==> src/rtl/fifo_arb_pkg.sv <==
// fifo_arb_pkg: shared constants for the FIFO write-side arbiter
// Holds the FSM state encoding, the parameter defaults and the credit-counter width.
package fifo_arb_pkg;
    localparam int N_REQ_DEF     = 4;
    localparam int WIDTH_DEF     = 8;
    localparam int DEPTH_DEF     = 16;
    localparam int PTR_WIDTH_DEF = 4;
    localparam int MAX_BURST_DEF = 4;
    localparam int CREDIT_W      = PTR_WIDTH_DEF + 1;
    localparam logic [0:0] ST_IDLE  = 1'b0;
    localparam logic [0:0] ST_GRANT = 1'b1;
endpackage

==> src/rtl/fifo_wr_arbiter_rr_pick.sv <==
// rr_pick: combinational round-robin picker
// Ports: i_req   request vector
//        i_ptr   last granted index; the search starts at i_ptr+1, so i_ptr itself ranks last
//        o_pick  one-hot winner (0 when nothing requests)
//        o_idx   binary index of the winner
//        o_valid at least one request present
module rr_pick
    import fifo_arb_pkg::*;
#(
    parameter int N  = N_REQ_DEF,
    parameter int IW = 2
) (
    input  logic [N-1:0]  i_req,
    input  logic [IW-1:0] i_ptr,
    output logic [N-1:0]  o_pick,
    output logic [IW-1:0] o_idx,
    output logic          o_valid
);
    always_comb begin
        o_pick  = '0;
        o_idx   = '0;
        o_valid = 1'b0;
        for (int i = 1; i <= N; i++) begin
            if (!o_valid && i_req[(int'(i_ptr) + i) % N]) begin
                o_valid = 1'b1;
                o_idx   = IW'((int'(i_ptr) + i) % N);
                o_pick[(int'(i_ptr) + i) % N] = 1'b1;
            end
        end
    end
endmodule

==> src/rtl/fifo_wr_arbiter.sv <==
// fifo_wr_arbiter: round-robin burst arbiter sharing one FIFO write port between N_REQ producers
// Ports: clk_i/rst_i          clock, async active-high reset
//        req_valid_i/data_i   producer handshake inputs, req_ready_o back to producers
//        grant_o              one-hot current owner, 0 when idle
//        fifo_wdata_o/wr_en_o registered FIFO write port
//        fifo_rd_en_i/empty_i observed FIFO reads, used to return credits
//        fifo_wr_error_i      FIFO overflow indication, latched into err_o
//        credit_o             free FIFO entries as seen by the arbiter
module fifo_wr_arbiter
    import fifo_arb_pkg::*;
#(
    parameter int N_REQ     = N_REQ_DEF,
    parameter int WIDTH     = WIDTH_DEF,
    parameter int DEPTH     = DEPTH_DEF,
    parameter int PTR_WIDTH = PTR_WIDTH_DEF,
    parameter int MAX_BURST = MAX_BURST_DEF
) (
    input  logic                   clk_i,
    input  logic                   rst_i,
    input  logic [N_REQ-1:0]       req_valid_i,
    input  logic [N_REQ*WIDTH-1:0] req_data_i,
    output logic [N_REQ-1:0]       req_ready_o,
    output logic [N_REQ-1:0]       grant_o,
    output logic [WIDTH-1:0]       fifo_wdata_o,
    output logic                   fifo_wr_en_o,
    input  logic                   fifo_rd_en_i,
    input  logic                   fifo_empty_i,
    input  logic                   fifo_wr_error_i,
    output logic [PTR_WIDTH:0]     credit_o,
    output logic                   err_o
);
    localparam int IW = (N_REQ > 1) ? $clog2(N_REQ) : 1;
    localparam int BW = (MAX_BURST > 1) ? $clog2(MAX_BURST) : 1;
    localparam int CW = PTR_WIDTH + 1;

    logic [0:0]       r_state;
    logic [N_REQ-1:0] r_grant;
    logic [IW-1:0]    r_ptr;
    logic [BW-1:0]    r_beat_cnt;
    logic [CW-1:0]    r_credit;
    logic             r_err;
    logic             r_wr_en;
    logic [WIDTH-1:0] r_wdata;

    logic [N_REQ-1:0] w_ready;
    logic [N_REQ-1:0] w_pick;
    logic [IW-1:0]    w_pick_idx;
    logic             w_pick_valid;
    logic [WIDTH-1:0] w_data;
    logic             w_accept;
    logic             w_last;
    logic             w_release;
    logic             w_rd;

    // In GRANT, r_ptr is the holder index, so it both selects the data lane and
    // makes the holder lowest priority at handover.
    rr_pick #(.N(N_REQ), .IW(IW)) u_pick (
        .i_req   (req_valid_i),
        .i_ptr   (r_ptr),
        .o_pick  (w_pick),
        .o_idx   (w_pick_idx),
        .o_valid (w_pick_valid)
    );

    assign w_ready   = r_grant & {N_REQ{r_credit != '0}};
    assign w_accept  = |(req_valid_i & w_ready);
    assign w_data    = req_data_i[r_ptr*WIDTH +: WIDTH];
    assign w_last    = w_accept && (r_beat_cnt == BW'(MAX_BURST - 1));
    assign w_release = (r_state == ST_GRANT) && (!(|(req_valid_i & r_grant)) || w_last);
    assign w_rd      = fifo_rd_en_i & ~fifo_empty_i;

    always_ff @(posedge clk_i or posedge rst_i) begin
        if (rst_i) begin
            r_state    <= ST_IDLE;
            r_grant    <= '0;
            r_ptr      <= IW'(N_REQ - 1);
            r_beat_cnt <= '0;
            r_credit   <= CW'(DEPTH);
            r_err      <= 1'b0;
            r_wr_en    <= 1'b0;
            r_wdata    <= '0;
        end else begin
            r_wr_en  <= w_accept;
            r_wdata  <= w_accept ? w_data : '0;
            r_credit <= r_credit + CW'(w_rd) - CW'(w_accept);
            r_err    <= r_err | fifo_wr_error_i;
            // IDLE and a releasing GRANT share the same re-pick; an empty pick lands in IDLE.
            if (r_state == ST_IDLE || w_release) begin
                r_state    <= w_pick_valid ? ST_GRANT : ST_IDLE;
                r_grant    <= w_pick;
                r_beat_cnt <= '0;
                if (w_pick_valid) r_ptr <= w_pick_idx;
            end else if (w_accept) begin
                r_beat_cnt <= r_beat_cnt + 1'b1;
            end
        end
    end

    assign req_ready_o  = w_ready;
    assign grant_o      = r_grant;
    assign fifo_wdata_o = r_wdata;
    assign fifo_wr_en_o = r_wr_en;
    assign credit_o     = r_credit;
    assign err_o        = r_err;
endmodule
==> config.mk <==
export PLATFORM = sky130hd
export DESIGN_NAME = fifo_wr_arbiter
export DESIGN_NICKNAME = d
export VERILOG_FILES = /design/src/rtl/fifo_arb_pkg.sv /design/src/rtl/fifo_wr_arbiter_rr_pick.sv /design/src/rtl/fifo_wr_arbiter.sv
export SDC_FILE = /design/constraint.sdc
export NUM_CORES = 1
export LEC_CHECK = 0
export CAP_MARGIN = 20
export CORE_MARGIN = 2
export CORE_UTILIZATION = 44
export CTS_BUF_LIST = sky130_fd_sc_hd__clkbuf_16
export DETAILED_ROUTE_END_ITERATION = 6
export PLACE_DENSITY = 0.88
export SLEW_MARGIN = 10
export SYNTH_ARGS = -nofsm -noshare
export SYNTH_HDL_FRONTEND = slang
export SYNTH_SLANG_ARGS = --single-unit
export TNS_END_PERCENT = 1
==> constraint.sdc <==
create_clock -name clk_i -period 3.2 [get_ports clk_i]
set_input_delay 0.32 -clock clk_i [delete_from_list [all_inputs] [get_ports clk_i]]
set_output_delay 0.32 -clock clk_i [all_outputs]
set_load 0.02 [all_outputs]
Word-level counts from Yosys, hierarchy flattened

Index checks and enable logic that the tools add are counted.

Memories kept: 0
RAM bits: 0
Input port bits: 41
Memory bits (read-only): 0
Bits in latches: 0
Register bits after elaboration: 24
Logic and storage cells: 99
Output and inout port bits: 23

Shift-type cells: 1
Eq/ne operators: 1
$mul: 0
Mux-type cells: 36
Add/sub/neg operators: 7
Reduce and logical (&&, ||, !) cells: 24
Divide/modulo/power cells: 0
Bitwise operators: 14
Order comparisons: 8

Operators by type and width:

| operator            | number |
|---|---|
| $shiftx 32x6->8     | 1 |
| $mux 1              | 17 |
| $lt 3x4->1 const B  | 4 |
| $mux 4              | 4 |
| $and 4x4->4         | 3 |
| $ge 3x1->1 const B  | 4 |
| $mux 2              | 6 |
| $or 4x4->4          | 3 |
| $logic_and 1x1->1   | 9 |
| $bmux 1 s2          | 4 |
| $demux 1 s2         | 4 |
| $mux 8              | 1 |
| $reduce_or 2->1     | 4 |
| $reduce_or 4->1     | 2 |
| $add 2x1->2 const B | 3 |
| $add 5x1->5         | 1 |
| $reduce_bool 5->1   | 1 |
| $sub 5x1->5         | 1 |
| $add 2x2->2 const B | 2 |
| $and 1x1->1 const A | 4 |
| $logic_not 1->1     | 4 |
| $eq 2x2->1 const B  | 1 |
| $logic_or 1x1->1    | 2 |
| $not 1->1           | 2 |
| 4 further kinds     | 4 |

Depth between registers and ports, before layout

Depth after elaboration: 17
Mapped depth: 13
Mapped depth without buffers: 13

Cells and area by module

From an unflattened synthesis, not the netlist that was laid out.

Cells, all modules: 182
Area total of the unflattened synthesis: 1911.8 um^2

Modules (own cells, without submodules):

| module          | cells each | seq. area each (um^2) | area each (um^2) | instances |
|---|---|---|---|---|
| fifo_wr_arbiter | 96         | 604.3                 | 1282.5           | 1 |
| rr_pick         | 86         | 0.0                   | 629.4            | 1 |

Worst setup path after synthesis

Ideal clock, no wire load.

Path kind: register to register
From: reg r_ptr[0]
To: reg r_ptr[1]
Stages on the path, launching flop included: 9
Path slack: 432 ps
Setup time: 82 ps
Clock period less this slack: 2768 ps
Buffers on the path: 3
Arrival: 2686 ps
Data required time: 3118 ps
Path through: dfstp_2 > buf_6 > buf_2 > inv_1 > ha_1 > mux4_2 > buf_6 > o31ai_4 > mux2_2

Word-level cells in the longest chain between the ends: 15
Elaborated cells on any way between the ends: 31
Classes of those cells: 4 x add/sub; 20 x mux; 7 x reduce/logical

Ends and longest elaborated chain:

| element                                   | RTL line                                                     | RTL |
|---|---|---|
| from (decl)                               | fifo_wr_arbiter.sv:38                                        | `logic [IW-1:0] r_ptr;` |
| from (signal assigned)                    | fifo_wr_arbiter.sv:76                                        | `r_ptr <= IW'(N_REQ - 1);` |
| from (signal assigned)                    | fifo_wr_arbiter.sv:92                                        | `if (w_pick_valid) r_ptr <= w_pick_idx;` |
| $add 2x1->2                               | fifo_wr_arbiter_rr_pick.sv:24, fifo_wr_arbiter_rr_pick.sv:26 |  |
| $bmux 1 s2                                | fifo_wr_arbiter_rr_pick.sv:24                                | `if (!o_valid && i_req[(int'(i_ptr) + i) % N]) begin` |
| $mux 1 (implied by the code) (2 in a row) | fifo_wr_arbiter_rr_pick.sv:24                                |  |
| $mux 1                                    | fifo_wr_arbiter_rr_pick.sv:24                                |  |
| $logic_not 1->1                           | fifo_wr_arbiter_rr_pick.sv:24                                |  |
| $logic_and 1x1->1                         | fifo_wr_arbiter_rr_pick.sv:24                                |  |
| $mux 1                                    | fifo_wr_arbiter_rr_pick.sv:24                                |  |
| $logic_not 1->1                           | fifo_wr_arbiter_rr_pick.sv:24                                |  |
| $logic_and 1x1->1                         | fifo_wr_arbiter_rr_pick.sv:24                                |  |
| $mux 1                                    | fifo_wr_arbiter_rr_pick.sv:24                                |  |
| $logic_not 1->1                           | fifo_wr_arbiter_rr_pick.sv:24                                |  |
| $logic_and 1x1->1                         | fifo_wr_arbiter_rr_pick.sv:24                                |  |
| $mux 1                                    | fifo_wr_arbiter_rr_pick.sv:24                                |  |
| $reduce_and 2->1 (no line)                | --                                                           |  |

Several ways; a longest one is shown, not always the timed one. The select of a mux whose other input is x is not followed.
A chain may end at the register's enable or synchronous reset.

Final worst setup path

From: reg r_credit[3] (netlist: credit_o[3])
To: reg r_credit[4] (netlist: credit_o[4])

Word-level cells in the longest chain between the ends: 5
Elaborated cells on any way between the ends: 6
Classes of those cells: 2 x add/sub; 2 x bitwise; 2 x reduce/logical

Ends and longest elaborated chain:

| element                | RTL line              | RTL |
|---|---|---|
| from (decl)            | fifo_wr_arbiter.sv:40 | `logic [CW-1:0] r_credit;` |
| from (signal assigned) | fifo_wr_arbiter.sv:78 | `r_credit <= CW'(DEPTH);` |
| from (signal assigned) | fifo_wr_arbiter.sv:85 | `r_credit <= r_credit + CW'(w_rd) - CW'(w_accept);` |
| $reduce_bool 5->1      | fifo_wr_arbiter.sv:65 | `assign w_ready = r_grant & {N_REQ{r_credit != '0}};` |
| $and 4x4->4            | fifo_wr_arbiter.sv:65 |  |
| $and 4x4->4            | fifo_wr_arbiter.sv:66 | `assign w_accept = \|(req_valid_i & w_ready);` |
| $reduce_or 4->1        | fifo_wr_arbiter.sv:66 |  |
| via w_accept           | fifo_wr_arbiter.sv:50 | `logic w_accept;` |
| $sub 5x1->5            | fifo_wr_arbiter.sv:85 |  |

The timed path passes the listed nets, and every way through them passes these cells.

==> out/results.ini <==
[routing]
wl_um = 3795
ant_nets = 0
avgViaCountPerCell = 5.300
drt-wirelength-per-cell_um = 14.21
vias = 1415
drc = 0
drtIter0Drc = 30
first_pass_iters = 4

[placed_design]
gp_congestion = 0.7813
io_buffers = 63
dpl.hpwl_um = 3031

[grt]
grt_max_degree = 25
grt_pass1_vias = 1403
grt_pass1_wl_um = 6520
antenna_found_initial = 0
gr-total-overflow = 0
grtUsageTotal_pct = 19.39

[timing]
rsz0062_at_grt = no
final_hold_viol_count = 0
report.final.slew_viol_count = 0
worst_slew_pin_slew_ps = 869.7
final-setup-viol-count = 0
worst_clock_skew_ps = 1.289
tns_ps = 0
max_freq_ghz = 0.3573
relSlewSlack_pct = 41.95
min_period_over_period_pct = 87.45
post-route-min-period_ps = 2798

[floorplanning]
rows = 22
dieHeight_um = 66.26
coreArea_um2 = 3689
io-pin-count = 64
die_x_um = 66.26
initial_core_util_pct = 46.23
dieArea_um2 = 4390

[synthesis]
ys_seq_area_share_pct = 35.44
async_flop_share_pct = 100.0
synth_area_um2 = 1705
yosysMostFrequentCell = dfrtp_1
yosysTopAreaCell = dfrtp_1
syn_avg_cell_area_um2 = 11.00
yosysWarningCount = 0
synth.top_cell.area_share_pct = 30.81
synth_edf_count = 0
synthTopCellsByArea = dfrtp_1 31%, ha_1 11%, mux4_2 11%
yosysUniqueCellTypes = 41
synth-seq-cells = 24
ys.flop_type = dfrtp_1
syn_nets = 212
ys_top_cells_by_count = 21 x dfrtp_1, 15 x ha_1, 14 x nand2_1
syn_inst = 155

[flow_run]
cap_violations = 0

[worst_setup_path]
path_class = flop to flop
start_kind = flop
r2r_slack_ps = 400
end_kind = flop
cp.arrival_ps = 2980
cp_max_fo = 3
worstPathRequired_ps = 3380

[clock_network]
cts_tree = yes
clk_pin_slew_worst_paths_ps = 60
cts_resized = 0
cts.htree.levels = 1
cts_root_buffer = clkbuf_16
clk_latency_ps = 250
cts.sinks = 24
post-cts-setup-buffers = 0
cts_hold_buf = 0
clock_path_buffers = 2
cts_made_buffers = 3

[layout]
regArea_um2 = 604.3
area_growth_pct = 45.78
nets = 277
fillers = 280
final_util_pct = 67.40
layout-drive-gt1-share_pct = 12.33
multi_input_area_um2 = 1003
antenna_cells = 0

[status]
status = finished, final reports clean

[power_and_ir_drop]
peakVddDrop_v = 0.0005490
power_density_nw_per_um2 = 1031
p_leak_nw = 1.081

[min_path]
hp-class = flop to flop

[final cells by class]
type	count	share of cell area, %
clock inverters	1	1.208
repair buffers	69	27.18
well taps	48	2.416
multi-input cells	112	40.36
clock buffers	3	3.020
inverters	10	1.510
flip-flops and latches	24	24.31
[critical path: stages (launching register included)]
cell and delay (ps):
dfrtp_1 400, inv_1 100, ha_1 140, or4b_1 480, nand2_1 160, inv_1 80
ha_1 280, inv_1 40, ha_1 200, fa_1 410, a21oi_1 140, nor2_1 50
nor2_1 110, xnor2_1 130
[kinds of logic after synthesis]
| group | share of synthesized area (%) |
|---|---|
| buffers and inverters | 5.722 |
| adder cells (fa/ha/maj) | 12.18 |
| AND/OR/NAND/NOR | 16.07 |
| flip-flops | 35.44 |
| XOR/XNOR | 3.082 |
| multiplexers | 17.61 |
| AO/OA/AOI/OAI | 9.904 |
[worst paths after layout]
path | start | to | cells after the start
setup / recovery | credit_o[3]$_DFF_PP0_ | credit_o[4]$_DFF_PP1_ | 13
min in group asynchronous | rst_i | fifo_wdata_o[0]$_DFF_PP0_ | 2
hold / removal | err_o$_DFF_PP0_ | err_o$_DFF_PP0_ | 1
setup reg to reg | credit_o[3]$_DFF_PP0_ | credit_o[4]$_DFF_PP1_ | 13
max in group asynchronous | rst_i | fifo_wdata_o[3]$_DFF_PP0_ | 2
hold reg to reg | err_o$_DFF_PP0_ | err_o$_DFF_PP0_ | 1
[sequential cells by signal (all words and copies together), names as in the netlist]
signal and flops:
fifo_wdata_o 8, credit_o 5, grant_o 4, r_beat_cnt 2, r_ptr 2, err_o 1
fifo_wr_en_o 1, r_state 1
[layer usage]
metal  share of wire (%)  global-route usage [%]  up-vias
met5                   0                       0        -
met4                 1.6                   5.357        0
met3                 4.2                   2.896        7
met2                  54                   35.25       39
met1                  41                   23.64      682
li1                    -                       -      687
[metrics by stage]
step	setup slack (ps)	std cells	total power, mW	hold slack, ps	instance area, um^2
after detailed placement	327.7	263	2.218	452.3	2381
after global routing	203.8	267	2.773	492.0	2486
after CTS	377.2	267	2.588	466.5	2486
after global placement	426.3	263	2.177	449.4	2381
final	401.6	267	2.563	461.5	2486
after floorplan	431.5	155	1.710	332.4	1705
[power breakdown]
part | total (mW) | leakage, nW | internal, mW | switching (mW)
clock | 0.347 | 0.0511 | 0.248 | 0.0986
combinational | 1.66 | 0.749 | 0.797 | 0.862
sequential | 0.556 | 0.281 | 0.468 | 0.0889
[cells in the final DEF (no fill, tap or decap), types with 2 or more instances in the layout]
master / Yosys / layout
a21oi_1: 7 / 7
a221oi_1: 4 / 4
a22oi_1: 2 / 2
and2_1: 4 / 4
and3_1: 8 / 8
buf_4: 0 / 6
clkbuf_16: 0 / 3
clkdlybuf4s50_1: 0 / 63
dfrtp_1: 21 / 21
dfstp_2: 3 / 3
ha_1: 15 / 15
inv_1: 9 / 9
mux2i_1: 3 / 3
mux4_1: 3 / 3
mux4_2: 8 / 8
nand2_1: 14 / 14
nand2b_1: 2 / 2
nand3_1: 3 / 3
nand4_1: 2 / 2
nor2_1: 10 / 10
nor3_1: 2 / 2
o21ai_1: 5 / 5
xnor2_1: 3 / 3
xor2_1: 3 / 3
Note: power is estimated with default switching activity, not from simulation.
